[config.mk]
export PLATFORM = sky130hd
export DESIGN_NAME = counter_mod_n
export DESIGN_NICKNAME = d
export VERILOG_FILES = /design/src/rtl/counter_mod_n.sv
export SDC_FILE = /design/constraint.sdc
export NUM_CORES = 1
export LEC_CHECK = 0
export BUFFER_PORTS_ARGS = -buffer_cell sky130_fd_sc_hd__buf_2
export CORE_AREA = 2 2 39 41
export DETAILED_ROUTE_END_ITERATION = 10
export DIE_AREA = 0 0 41 43
export GPL_TIMING_DRIVEN = 0
export PLACE_DENSITY = 0.7
export SLEW_MARGIN = 40
export SYNTH_ARGS = -nofsm -noshare
export SYNTH_HDL_FRONTEND = slang
export SYNTH_SLANG_ARGS = --single-unit
export TNS_END_PERCENT = 10
[constraint.sdc]
create_clock -name Clk -period 1.3 [get_ports Clk]
set_clock_uncertainty 0.05 [all_clocks]
set_input_delay 0.13 -clock Clk [delete_from_list [all_inputs] [get_ports Clk]]
set_output_delay 0.13 -clock Clk [all_outputs]
set_load 0.02 [all_outputs]
[src/rtl/counter_mod_n.sv]
// -----------------------------------------------------------------------------
// counter_mod_n
//
// Purpose:
//    Modulo-N up/down counter used as a digit stage in alarm-clock chains
//    (seconds/minutes 0-9 and 0-5, hours 0-9 and 0-2). A digit advances on
//    Up or Down when Enable is high, can be loaded synchronously, and reports
//    wrap-around through the combinational CARRY/BORROW outputs so the next
//    digit can step in the same clock cycle. Out-of-range loads force the
//    count to 0 and raise LD_ERR for exactly one cycle.
//
// Parameters:
//    WIDTH  bit width of COUNT and IN_VAL (2**WIDTH >= MOD)
//    Modulus parameter: COUNT stays within 0..MOD-1 (MOD >= 2)
//    WRAP   1 = wrap at the limits, 0 = saturate at MOD-1 / 0
//
// Ports:
//    Clk     in   1      clock, all state changes on the rising edge
//    Clr     in   1      asynchronous active-low reset
//    Enable  in   1      qualifies LD, Up and Down; 0 = hold
//    LD      in   1      synchronous load of IN_VAL
//    Up      in   1      count up one step
//    Down    in   1      count down one step
//    IN_VAL  in   WIDTH  load value
//    COUNT   out  WIDTH  registered count value
//    CARRY   out  1      up-step requested while COUNT == MOD-1
//    BORROW  out  1      down-step requested while COUNT == 0
//    LD_ERR  out  1      one-cycle pulse after an out-of-range load
// -----------------------------------------------------------------------------
module counter_mod_n #(
   parameter int WIDTH = 4,
   parameter int MOD   = 10,
   parameter bit WRAP  = 1'b1
) (
   input  logic             Clk,
   input  logic             Clr,
   input  logic             Enable,
   input  logic             LD,
   input  logic             Up,
   input  logic             Down,
   input  logic [WIDTH-1:0] IN_VAL,
   output logic [WIDTH-1:0] COUNT,
   output logic             CARRY,
   output logic             BORROW,
   output logic             LD_ERR
);

   // The top count value always fits in WIDTH bits, whereas MOD itself does
   // not when MOD == 2**WIDTH, so the load range check widens by one bit instead.
   localparam logic [WIDTH-1:0] MAX_COUNT = WIDTH'(MOD - 1);
   localparam logic [WIDTH:0]   MOD_EXT   = (WIDTH + 1)'(MOD);
   localparam logic [WIDTH-1:0] ONE       = WIDTH'(1);

   logic [WIDTH-1:0] next_count;
   logic             next_ld_err;
   logic             at_max;
   logic             at_zero;
   logic             in_range;

   // Limit detection shared by the next-state logic and the cascade outputs.
   always_comb begin
      at_max   = (COUNT == MAX_COUNT);
      at_zero  = (COUNT == '0);
      in_range = ({1'b0, IN_VAL} < MOD_EXT);
   end

   // Next-state selection in priority order: disabled, load, conflicting
   // Up+Down, up step, down step, idle. LD_ERR only survives the cycle that
   // follows a bad load, so every other path clears it.
   always_comb begin
      next_count  = COUNT;
      next_ld_err = 1'b0;
      if (!Enable) begin
         next_count = COUNT;
      end else if (LD) begin
         if (in_range) begin
            next_count = IN_VAL;
         end else begin
            next_count  = '0;
            next_ld_err = 1'b1;
         end
      end else if (Up && Down) begin
         next_count = COUNT;
      end else if (Up) begin
         if (!at_max) begin
            next_count = COUNT + ONE;
         end else if (WRAP) begin
            next_count = '0;
         end
      end else if (Down) begin
         if (!at_zero) begin
            next_count = COUNT - ONE;
         end else if (WRAP) begin
            next_count = MAX_COUNT;
         end
      end
   end

   // Count register and load-error flag; Clr low clears both immediately.
   always_ff @(posedge Clk or negedge Clr) begin
      if (!Clr) begin
         COUNT  <= '0;
         LD_ERR <= 1'b0;
      end else begin
         COUNT  <= next_count;
         LD_ERR <= next_ld_err;
      end
   end

   // Cascade outputs are combinational so the next digit can be enabled in
   // the same cycle. They fire on the attempt even when WRAP=0 saturates.
   always_comb begin
      CARRY  = Enable & Up & ~Down & ~LD & at_max;
      BORROW = Enable & Down & ~Up & ~LD & at_zero;
   end

endmodule

==> impl_metrics.csv <==
group,metric,value,unit
power,switching_share,40.0,%
timing,hold_viol_final,0,
logic_synthesis,avgSynthCellArea,8.26,um^2
power,leakagePower,0.000316,uW
logic_synthesis,synth_fp_nets,68,
worst_setup_path,cp_cell_sequence,"buf_8 > buf_6 > and3b_2 > o21ai_2 > a31oi_1 > o22a_1",
global_route,grt_util_met3,0,%
global_route,grt_use_met1,24.1,%
worst_setup_path,end_kind,"register",
timing,fin_setup_tns,-0.626,ns
global_route,gr-usage-all-layers,17.5,%
global_route,grt_pass1_vias,493,
logic_synthesis,synth_edf_count,0,
global_route,use_met2,26.6,%
placed_design,dp_cells,90,
worst_setup_path,crit_slowest_cell,"dfrtp_2",
timing,min_period_over_period,113,%
power,combPwrFrac,52.5,%
logic_synthesis,ys_types,32,
logic_synthesis,async_reset_ff_share,100,%
power,internal-power,540,uW
logic_synthesis,syn-cell-area,479,um^2
worst_setup_path,critPathMaxFanout,6,
logic_synthesis,yosysTopAreaCell,"dfrtp_1",
timing,setup_ws,-0.173,ns
placed_design,place_congestion,0.759,
placed_design,hpwl,875,um
logic_synthesis,yosys_warnings,0,
global_route,top_usage_layer,"met2",
cells_and_area,nets,95,
worst_hold_path,hold_class,"in -> reg",
worst_setup_path,worst_ep_required_time,1.38,ns
floorplanning,ios,17,
worst_setup_path,slowest_delay,0.42,ns
clocking,clock-sinks,5,
detailed_routing,routedWlPerCell,13.9,um
global_route,grt_max_degree,11,
clocking,cts_buffer_depth,2,
timing,slew_headroom,66.1,%
logic_synthesis,synth_top_cell_area_share,26.1,%
detailed_routing,ant_nets,0,
power,powerDensity,1200,nW/um^2
clocking,cts_tree,"built",
floorplanning,die_h,43,um
global_route,grt_pass1_wl,2130,um
timing,setup_viol,5,
power,p_switching,361,uW
cells_and_area,fin_cells,100,
cells_and_area,postLayoutCoreUtil,54.1,%
clocking,clk_latency,0.25,ns
logic_synthesis,synth-seq-cells,5,
timing,slew_viol_final,0,
timing,period_needed,1.47,ns
placed_design,io_buffer_count,16,
worst_setup_path,r2r_cells,6,
floorplanning,die_x,41,um
worst_setup_path,startpoint_type,"register",
detailed_routing,drc_errors,0,
power,irDropWorstVdd,0.333,mV
timing,worst_slew_pin_slew,0.509,ns
clocking,root_buffer,"clkbuf_4",
worst_hold_path,hold_depth,3,
floorplanning,initial_core_util,34.6,%
cells_and_area,n_antenna_cell,0,
logic_synthesis,synthTopCellsByArea,"dfrtp_1, o21ai_0, o22a_1",
logic_synthesis,synth_cells,58,
logic_synthesis,synthFlopType,"dfrtp_1",
cells_and_area,areaGrowthSynthToFinish,56.1,%
floorplanning,dieArea,1760,um^2
global_route,antenna_found_initial,0,
placed_design,preCtsSetupSlack,-0.0411,ns
global_route,overflow,0,
logic_synthesis,ys_seq_area_share,26.1,%
logic_synthesis,synthTopCellsByCount,"o21ai_0, dfrtp_1, nand2_1, nor2_1, nand3_1",
outcome,violations,"negative setup slack",
logic_synthesis,yosys.cell_count.top_type,"o21ai_0",
clocking,htreeDepth,1,
power,pwr-share-clk,20.7,%
job,drv_cap,0,
timing,fmax,0.679,GHz
cells_and_area,drive_gt1_share,51.2,%
clocking,cts_inserted_buffers,3,
power,seqPwrFrac,26.7,%
detailed_routing,vias,542,
detailed_routing,routed_wl,1390,um
worst_setup_path,cp.arrival,1.55,ns
floorplanning,rows,14,
detailed_routing,drt-initial-drc-count,5,
detailed_routing,dr.pass1.iters,4,
floorplanning,fp.coreArea,1380,um^2
cells_and_area,n_fill_cell,135,
clocking,path_clk_slew,0.05,ns
detailed_routing,post_drt_via_cell_ratio,5.42,
timing,rsz0062_at_grt,"true",
outcome,status,"finished, violations left",
worst_setup_path,critPathKind,"reg -> reg",
[critical path, delay by kind of cell, from the launching register on]
family	cells	cell delay [ns]
flops	1	0.42
compound gates	3	0.40
buf+inv	2	0.27
simple gates	1	0.21
[state kept, by name, indices dropped and copies added (netlist names)]
register and count:
COUNT 4, LD_ERR 1
[power groups by stage]
stage / combinational (uW) / clock, uW / sequential, uW
after floorplan: 266 / 0 / 243
after global placement: 394 / 0 / 204
after detailed placement: 400 / 0 / 207
after CTS: 394 / 193 / 236
after global routing: 508 / 198 / 244
final: 473 / 187 / 241
[per-layer routing]
layer	wire length (um)	vias to the layer above	share of wire (%)
met5	0	-	0
met4	15	0	1.1
met3	65	2	4.7
met2	737	22	53
met1	567	250	41
li1	-	268	-
[area by class of cell]
cell class | instances | area (um^2) | share of cell area (%)
Sequential cell | 5 | 130 | 17.4
Inverter | 1 | 3.75 | 0.502
Buffer | 3 | 23.8 | 3.18
Multi-Input combinational cell | 46 | 378 | 50.5
Tap cell | 16 | 20.0 | 2.68
Timing Repair Buffer | 25 | 166 | 22.2
Clock buffer | 4 | 26.3 | 3.51
[worst paths after layout]
| path | start | end | slack [ns] |
|---|---|---|---|
| setup / recovery | COUNT[1]$_DFFE_PN0P_ | COUNT[2]$_DFFE_PN0P_ | -0.17 |
| hold / removal | IN_VAL[3] | LD_ERR$_DFF_PN0_ | 0.11 |
| setup reg to reg | COUNT[1]$_DFFE_PN0P_ | COUNT[2]$_DFFE_PN0P_ | -0.17 |
| hold reg to reg | COUNT[2]$_DFFE_PN0P_ | COUNT[2]$_DFFE_PN0P_ | 0.57 |
| max in group asynchronous | Clr | COUNT[2]$_DFFE_PN0P_ | 0.88 |
| min in group asynchronous | Clr | COUNT[0]$_DFFE_PN0P_ | 0.17 |
[timing repair]
action	in CTS	in global routing
setup endpoints to repair	4	5
hold endpoints to repair	5	0
gates cloned	0	0
hold buffers	1	0
pin swaps	4	3
resized for setup	8	7
buffers inserted	4	4
[through the flow]
stage | hold slack [ns] | area [um^2] | power [uW]
2_1_floorplan | -0.216 | 515 | 509
3_3_place_gp | -0.107 | 616 | 598
3_5_place_dp | -0.103 | 616 | 607
4_1_cts | 0.101 | 676 | 823
5_1_grt | 0.138 | 748 | 950
6_report | 0.113 | 748 | 900
[kinds of logic after synthesis]
logic type | share of synthesized area, %
and+or+nand+nor | 33.7
AOI/OAI and AO/OA | 25.6
buffers and inverters | 9.14
DFF | 26.1
xor gates and xnor gates | 5.48
[placed cells by master (no fill, tap or decap), types with 3 or more instances in the layout]
cell      synthesis  final
buf_2             2     15
buf_4             2      7
buf_6             1      3
clkbuf_4          0      3
dfrtp_2           0      4
nand2_1           4      4
nand3_1           3      3
nor2_1            4      4
o21ai_0           6      3
(Power assumes the default switching activity.)
